===== src/rtl/rv32_imm_arbiter.sv =====
// rv32_imm_arbiter: round-robin sharing of one combinational RV32 immediate
// generator among NUM_REQ requesters. Each grant is captured into a single
// output register that is tagged with the requester index and drained through
// a valid/ready handshake.
// Optional: RV32_IMM_ARB_STALL_CNT_EN adds a saturating 32-bit stall_cnt output.
// It counts the cycles in which requests are pending but the output register
// cannot accept a new result.
module rv32_imm_arbiter #(
  parameter int unsigned NUM_REQ = 8,
  parameter int unsigned XLEN    = 32,
  localparam int unsigned ID_W   = $clog2(NUM_REQ)
) (
  input  logic                    clk,
  input  logic                    rst,
  input  logic [NUM_REQ-1:0]      req_valid,
  input  logic [NUM_REQ*XLEN-1:0] req_instr,
  output logic [NUM_REQ-1:0]      req_ready,
  output logic [XLEN-1:0]         imm_instr,
  input  logic [XLEN-1:0]         imm_result,
  output logic                    rsp_valid,
  output logic [ID_W-1:0]         rsp_id,
  output logic [XLEN-1:0]         rsp_imm,
`ifdef RV32_IMM_ARB_STALL_CNT_EN
  output logic [31:0]             stall_cnt,
`endif
  input  logic                    rsp_ready
);

  logic [ID_W-1:0] rr_ptr;
  logic [ID_W-1:0] win;
  logic            any_req;
  logic            can_accept;
  logic            grant;
  int unsigned     idx;
  logic [XLEN-1:0] instr_arr [NUM_REQ];

  for (genvar g = 0; g < NUM_REQ; g++) begin : g_unpack
    assign instr_arr[g] = req_instr[g*XLEN +: XLEN];
  end

  assign can_accept = !rsp_valid || rsp_ready;
  assign grant      = any_req && can_accept;

  // Rotating priority search: the first valid request at or after rr_ptr wins.
  always_comb begin
    win     = '0;
    any_req = 1'b0;
    idx     = 0;
    for (int unsigned k = 0; k < NUM_REQ; k++) begin
      idx = 32'(rr_ptr) + k;
      if (idx >= NUM_REQ) idx = idx - NUM_REQ;
      if (!any_req && req_valid[idx[ID_W-1:0]]) begin
        any_req = 1'b1;
        win     = idx[ID_W-1:0];
      end
    end
  end

  // The grant is one-hot and is gated by can_accept. The generator is fed
  // from the winner even while the grant is blocked.
  always_comb begin
    req_ready = '0;
    imm_instr = '0;
    if (any_req) begin
      imm_instr = instr_arr[win];
      if (can_accept) req_ready[win] = 1'b1;
    end
  end

  // Output register and round-robin pointer. A grant overwrites the register
  // in the same cycle that it is consumed, so no bubble is inserted.
  always_ff @(posedge clk or posedge rst) begin
    if (rst) begin
      rsp_valid <= 1'b0;
      rsp_id    <= '0;
      rsp_imm   <= '0;
      rr_ptr    <= '0;
    end else if (grant) begin
      rsp_valid <= 1'b1;
      rsp_id    <= win;
      rsp_imm   <= imm_result;
      rr_ptr    <= (win == ID_W'(NUM_REQ - 1)) ? '0 : win + 1'b1;
    end else if (rsp_ready) begin
      rsp_valid <= 1'b0;
    end
  end

`ifdef RV32_IMM_ARB_STALL_CNT_EN
  // Saturating count of cycles with pending requests that are blocked.
  always_ff @(posedge clk or posedge rst) begin
    if (rst) begin
      stall_cnt <= '0;
    end else if (|req_valid && !can_accept && stall_cnt != '1) begin
      stall_cnt <= stall_cnt + 32'd1;
    end
  end
`endif

endmodule


===== config.mk =====
export PLATFORM = sky130hd
export DESIGN_NAME = rv32_imm_arbiter
export DESIGN_NICKNAME = d
export VERILOG_FILES = /design/src/rtl/rv32_imm_arbiter.sv
export SDC_FILE = /design/constraint.sdc
export NUM_CORES = 1
export LEC_CHECK = 0
export ABC_AREA = 0
export BUFFER_PORTS_ARGS = -buffer_cell sky130_fd_sc_hd__buf_2
export CAP_MARGIN = 20
export CORE_AREA = 2 2 144 146
export CTS_BUF_LIST = sky130_fd_sc_hd__clkbuf_8
export DETAILED_ROUTE_END_ITERATION = 16
export DIE_AREA = 0 0 146 148
export SYNTH_ARGS = -nofsm -noshare
export SYNTH_HDL_FRONTEND = slang
export SYNTH_SLANG_ARGS = --single-unit

===== constraint.sdc =====
create_clock -name clk -period 6.3 [get_ports clk]
set_input_delay 0.315 -clock clk [delete_from_list [all_inputs] [get_ports clk]]
set_output_delay 0.315 -clock clk [all_outputs]
set_load 0.02 [all_outputs]

==> impl_metrics.ini, run 1 <==
[detailed_routing]
final_antenna_net_count = 0
drtIter0Drc = 630
top_layer = met4
drc = 0
firstDrtPassIters = 5
num_vias = 7853
wire_per_inst_um = 20.2
met2WireLength_um = 13000
route.met3.wl_um = 2170
drt-total-wl_um = 27900
viasPerCell = 5.69
wl_met1_um = 11800

[global_routing]
antenna_found_initial = 18
grt_max_degree = 98
grt_pass1_wl_um = 41500
gr-total-overflow = 0
grt_pass1_vias = 7186
grt_usage = 0.242

[synthesis]
yosys.area.top_type_share = 0.181
synth_top_area_cell = dfrtp_1
synth.top_cells.by_area = dfrtp_1 (18%), a211oi_1 (13%), nand3_1 (12%), o21ai_0 (12%), nand2_1 (7.9%)
ys_ff_latch = 39
yosysSeqAreaShare = 0.181
synth_edf_count = 0
synth_cell_types = 51
synth_area_per_cell_um2 = 6.82
yosysWarnings = 0
synth_ff_type = dfrtp_1
syn_area_um2 = 5410
async_flop_share = 1.00
syn_inst = 792
syn_nets = 1093

[critical_path]
reg2regPathDepth = 11
arrival_ps = 5450
crit_required_ps = 5980
r2r_start = rr_ptr[1]
cp-end-kind = primary output
path_class = register to primary output
critical_path.max_fanout = 85
reg2reg_slack_ps = 1640
critPathLaunchType = register
r2r_end = rr_ptr[2]

[clocking]
tritoncts = yes
cts.repair_timing.setup_buffer_count = 0
cts_sinks = 39
clk_latency_ps = 290
clkTransAtPathRegs_ps = 80
cts_buffers = 5
postCtsHoldBufs = 0
root_buffer = clkbuf_8
cts_buffer_depth = 2
cts_resized = 0
cts-htree-levels = 2

[floorplanning]
dieWidth_um = 146
core_um2 = 20000
core.rowCount = 52
die_height_um = 148
initial_core_util = 0.270
top_level_ports = 375
design.die.area_um2 = 21600

[place]
post-place-ws_ps = 977
gp_congestion = 0.939
dp.cells = 1359
place_hpwl_um = 20800
numPortBuffers = 374

[sta]
final-max-slew-violation-count = 0
final-hold-violation-count = 0
slew_headroom = 0.422
clock_skew_ps = 7.61
fin_setup_tns_ps = 0
max_slew.worst_pin.slew_ps = 866
fin_crit_sh = 0.915
worst_hold_slack_ps = 126
setup_ws_ps = 534
setup_violations = 0
max_freq_mhz = 173
min_period_ps = 5770
rsz0062_at_grt = false

[final_layout]
area_growth_pct = 42.3
layout_common_cells = buf_2 (374), nand3_1 (132), o21ai_0 (132)
layout.cells.non_filler = 1381
multi_input_area_um2 = 4030
finalNetCount = 1397
mostFrequentLayoutCell = buf_2
regArea_um2 = 976
final_layout_size_suffix_gt1_frac = 0.402
fill_cells = 2216

[hold_path]
hp-class = primary input to async pin

[job]
drv_cap = 0

[status]
outcome = completed
sequential cells by signal, indices dropped and copies added (netlist names):
name       flops
rsp_valid      1
rr_ptr         3
rsp_id         3
rsp_imm       32
worst max path at each step:
stage | endpoint | start
after global routing | imm_instr[4] | rr_ptr[1]
after CTS | imm_instr[25] | rr_ptr[1]
final | imm_instr[4] | rr_ptr[1]
after floorplan | req_ready[5] | rr_ptr[1]
after global placement | imm_instr[4] | rr_ptr[1]
after detailed placement | imm_instr[25] | rr_ptr[1]
cells by family after synthesis:
logic type / count (synthesis) / synth area share
muxes: 31 / 0.0833
adders and majority gates: 2 / 0.00463
xor gates and xnor gates: 3 / 0.00486
DFF: 39 / 0.181
AOI/OAI and AO/OA: 290 / 0.354
and+or+nand+nor: 314 / 0.283
buffers and inverters: 113 / 0.0898
metrics by stage:
| stage | area [µm²] | util |
|---|---|---|
| 3_3_place_gp | 7540 | 0.376 |
| 4_1_cts | 7660 | 0.382 |
| 6_report | 7690 | 0.384 |
| 5_1_grt | 7680 | 0.383 |
| 2_1_floorplan | 5410 | - |
| 3_5_place_dp | 7540 | 0.376 |
metal layers:
metal	vias to the layer above	track usage
met5	-	0
met4	0	0.0908
met3	65	0.0370
met2	422	0.387
met1	3711	0.330
li1	3655	-
cell usage after synthesis (2+ instances only):
master     number
nand3_1       132
nor2b_1         2
mux2_2         12
nor2_1         16
nand2b_1        4
buf_4           8
ha_1            2
a211oi_1       96
o21ai_1         2
mux2i_1         9
xor2_1          2
nand2_1       114
mux4_2         10
o22ai_1         4
buf_2          13
a2111oi_0      32
dfrtp_1        39
clkbuf_1       77
nor3_1          5
buf_6           2
a21oi_1         3
buf_1           3
or4_1          33
a31oi_1         3
o21ai_0       132
and3_1          2
inv_1           9
a32o_1          3
critical path, stage by stage (launching register included):
cell and delay [ps]:
dfrtp_1 350, clkinv_1 210, ha_1 800, mux4_2 650
mux2_2 350, nand2_1 70, nor4bb_1 700, o32a_2 560
buf_12 320, o21ai_0 150, a2111oi_0 560, or4_1 200
buf_2 160
layout make-up:
cell class                      count  share of cell area
Clock inverter                      2             0.00456
Clock buffer                        6              0.0107
Antenna cell                       14             0.00456
Timing Repair Buffer              400               0.280
Tap cell                          270              0.0439
Sequential cell                    39               0.127
Inverter                           10             0.00488
Multi-Input combinational cell    640               0.524
Power of run 1 is not shown: default switching activity piles up to over one toggle a cycle in this logic, so the estimate is an artifact.
==> run 2: changes to the inputs <==
Settings changed: ABC_AREA 0 to 1, CORE_AREA 2 2 144 146 to 2 2 146 148, DIE_AREA 0 0 146 148 to 0 0 148 150.
==> run 2 against run 1 <==
Net effect: first-iteration DRC count fell by 17%; critical path type unchanged; count of clock-buffer cells in the layout fell by 1; die area rose by 2.7%; critical path depth rose by 8; core utilization fell by 1.6 points; flip-flop and latch count did not move; worst setup slack improved by 350 ps; final cell count rose by 21%; non-clock buffer count fell by 17; final area fell by 0.96%.
==> impl_metrics.ini, run 2 <==
[detailed_routing]
wire_per_inst_um = 15.2
final_antenna_net_count = 0
firstDrtPassIters = 6
drtIter0Drc = 520
drt-total-wl_um = 25400
viasPerCell = 4.68
num_vias = 7834
drc = 0

[clocking]
cts_buffer_depth = 2
cts_sinks = 39
cts_resized = 0
cts_buffers = 5
clkTransAtPathRegs_ps = 80
root_buffer = clkbuf_8
cts-htree-levels = 2
postCtsHoldBufs = 0
clk_latency_ps = 290
cts.repair_timing.setup_buffer_count = 0
tritoncts = yes

[sta]
final-hold-violation-count = 0
fin_setup_tns_ps = 0
slew_headroom = 0.394
max_freq_mhz = 185
rsz0062_at_grt = false
max_slew.worst_pin.slew_ps = 907
clock_skew_ps = 9.32
final-max-slew-violation-count = 0
min_period_ps = 5420
setup_violations = 0
fin_crit_sh = 0.860

[critical_path]
arrival_ps = 5100
critical_path.max_fanout = 71
cp-startpoint = rr_ptr[1]
cp_num_buf_inv = 5
cpMaxStageDelayCell = nand2_4
path_class = register to primary output
critPathLaunchType = register
critical_path.most_common_cell = nand2_1
reg2regPathDepth = 16
critPathCapture = imm_instr[22]
slowest_delay_ps = 800
cp_num_cells = 20
crit_required_ps = 5980
crit_chain = inv_2, ha_1, inv_1, nand3_1, nand3_1, nand2_2, o21a_1, nand2_1, inv_2, nor2_1, nand3_4, nand2_4, buf_4, nand2_1, nand3_1, nand2_1, nand2_1, nand2_1, nor2_1, buf_2
r2r_end = rr_ptr[2]
worst_path_dominant_cell_family = simple AND/OR/NAND/NOR gates
cp-end-kind = primary output
r2r_start = rr_ptr[1]
reg2reg_slack_ps = 1890

[synthesis]
async_flop_share = 1.00
synth.most_common_cell = nand2_1
yosysWarnings = 0
yosysSeqAreaShare = 0.176
synth.top_cells.by_area = nand2_1 (34%), dfrtp_1 (18%), nand3_1 (17%), inv_1 (7.2%), nand3b_1 (5.0%)
synth_cell_types = 32
syn_area_um2 = 5560
syn_inst = 1081
synth_top_area_cell = nand2_1
syn_nets = 1382
synth_common_cells = nand2_1 (497), nand3_1 (188), inv_1 (107)
synth_edf_count = 0
yosys.area.top_type_share = 0.336
synth_ff_type = dfrtp_1
ys_ff_latch = 39
synth_area_per_cell_um2 = 5.14

[final_layout]
layout.cells.non_filler = 1673
top_register = rsp_imm
reg_top3 = rsp_imm (32), rr_ptr (3), rsp_id (3)
multi_input_area_um2 = 3810
mostFrequentLayoutCell = nand2_1
finalNetCount = 1697
final_layout_size_suffix_gt1_frac = 0.294
area_growth_pct = 37.1
finish.utilization = 0.368
regArea_um2 = 976
postLayoutCellArea_um2 = 7620
largest_reg_flops = 32
layout_common_cells = nand2_1 (497), buf_2 (374), nand3_1 (188)
fill_cells = 2402

[place]
place_hpwl_um = 19500
gp_congestion = 0.908
numPortBuffers = 374
dp.cells = 1664
placed_area_um2 = 7510

[global_routing]
grt_max_degree = 83
antenna_found_initial = 1
grt_pass1_vias = 7311
grt_pass1_wl_um = 38100
gr-total-overflow = 0
grt_usage = 0.213

[floorplanning]
core_um2 = 20700
die_height_um = 150
dieWidth_um = 148
design.die.area_um2 = 22200
initial_core_util = 0.269
top_level_ports = 375
core.rowCount = 53

[hold_path]
hp-class = primary input to async pin

[job]
drv_cap = 0

[status]
outcome = completed
[run 2: changes by cell type in the layout (fill, tap and decap cells not counted), moves of 30 or more]
cell       previous run  this run
nand2_1             114       497
o21ai_0             132         7
inv_1                 9       108
a211oi_1             96         1
nand3_1             132       188
nor2_1               16        60
nand3b_1              1        37
or4_1                33         0
a2111oi_0            32         0
a21oi_1               3        33
[run 2: how the worst min path moves through the flow]
stage / depth (start not counted) / start / slack (ps) / endpoint
6_report: 3 / rst / 140 / rsp_imm[15]
5_1_grt: 3 / rst / 180 / rsp_imm[19]
4_1_cts: 3 / rst / 150 / rsp_imm[15]
3_5_place_dp: 2 / rsp_imm[9] / 460 / rsp_imm[9]
3_3_place_gp: 3 / rst / 460 / rsp_imm[10]
2_1_floorplan: 2 / imm_result[0] / 420 / rsp_imm[0]
[run 2: tightest hold or removal path, stage by stage]
cell   delay (ps)
buf_2          90
inv_1          40
buf_4         410
[run 2: routing by layer]
layer | GRT usage | vias up | wire length, µm
met4 | 0.0890 | 0 | 1030
met5 | 0 | - | 0
met1 | 0.260 | 3437 | 10100
met2 | 0.369 | 357 | 12200
li1 | - | 3986 | -
met3 | 0.0387 | 54 | 1980
[run 2: per-stage QoR]
stage	setup slack, ps	hold WS (ps)
after global placement	1230	457
after CTS	886	154
after floorplan	3000	425
after global routing	327	180
final	884	137
after detailed placement	1210	460
[run 2: cell families (layout without fill, tap and decap cells)]
kind of cell             Yosys count  in the layout  share of synthesized area
AND/OR/NAND/NOR                  803            803                      0.622
XOR/XNOR                           4              4                     0.0110
buffers and inverters            188            503                      0.145
adder cells (fa/ha/maj)            2              2                    0.00450
other                              0              2                          0
flip-flops                        39             39                      0.176
AO/OA/AOI/OAI                     45             45                     0.0419
[run 2: final cells by class]
class	count	share of cell area
Timing Repair Buffer	383	0.256
Clock buffer	5	0.00903
Tap cell	275	0.0452
Multi-Input combinational cell	854	0.501
Inverter	113	0.0557
Antenna cell	2	0.000657
Sequential cell	39	0.128
Clock inverter	2	0.00443
Power of run 2 is left out for the same reason.
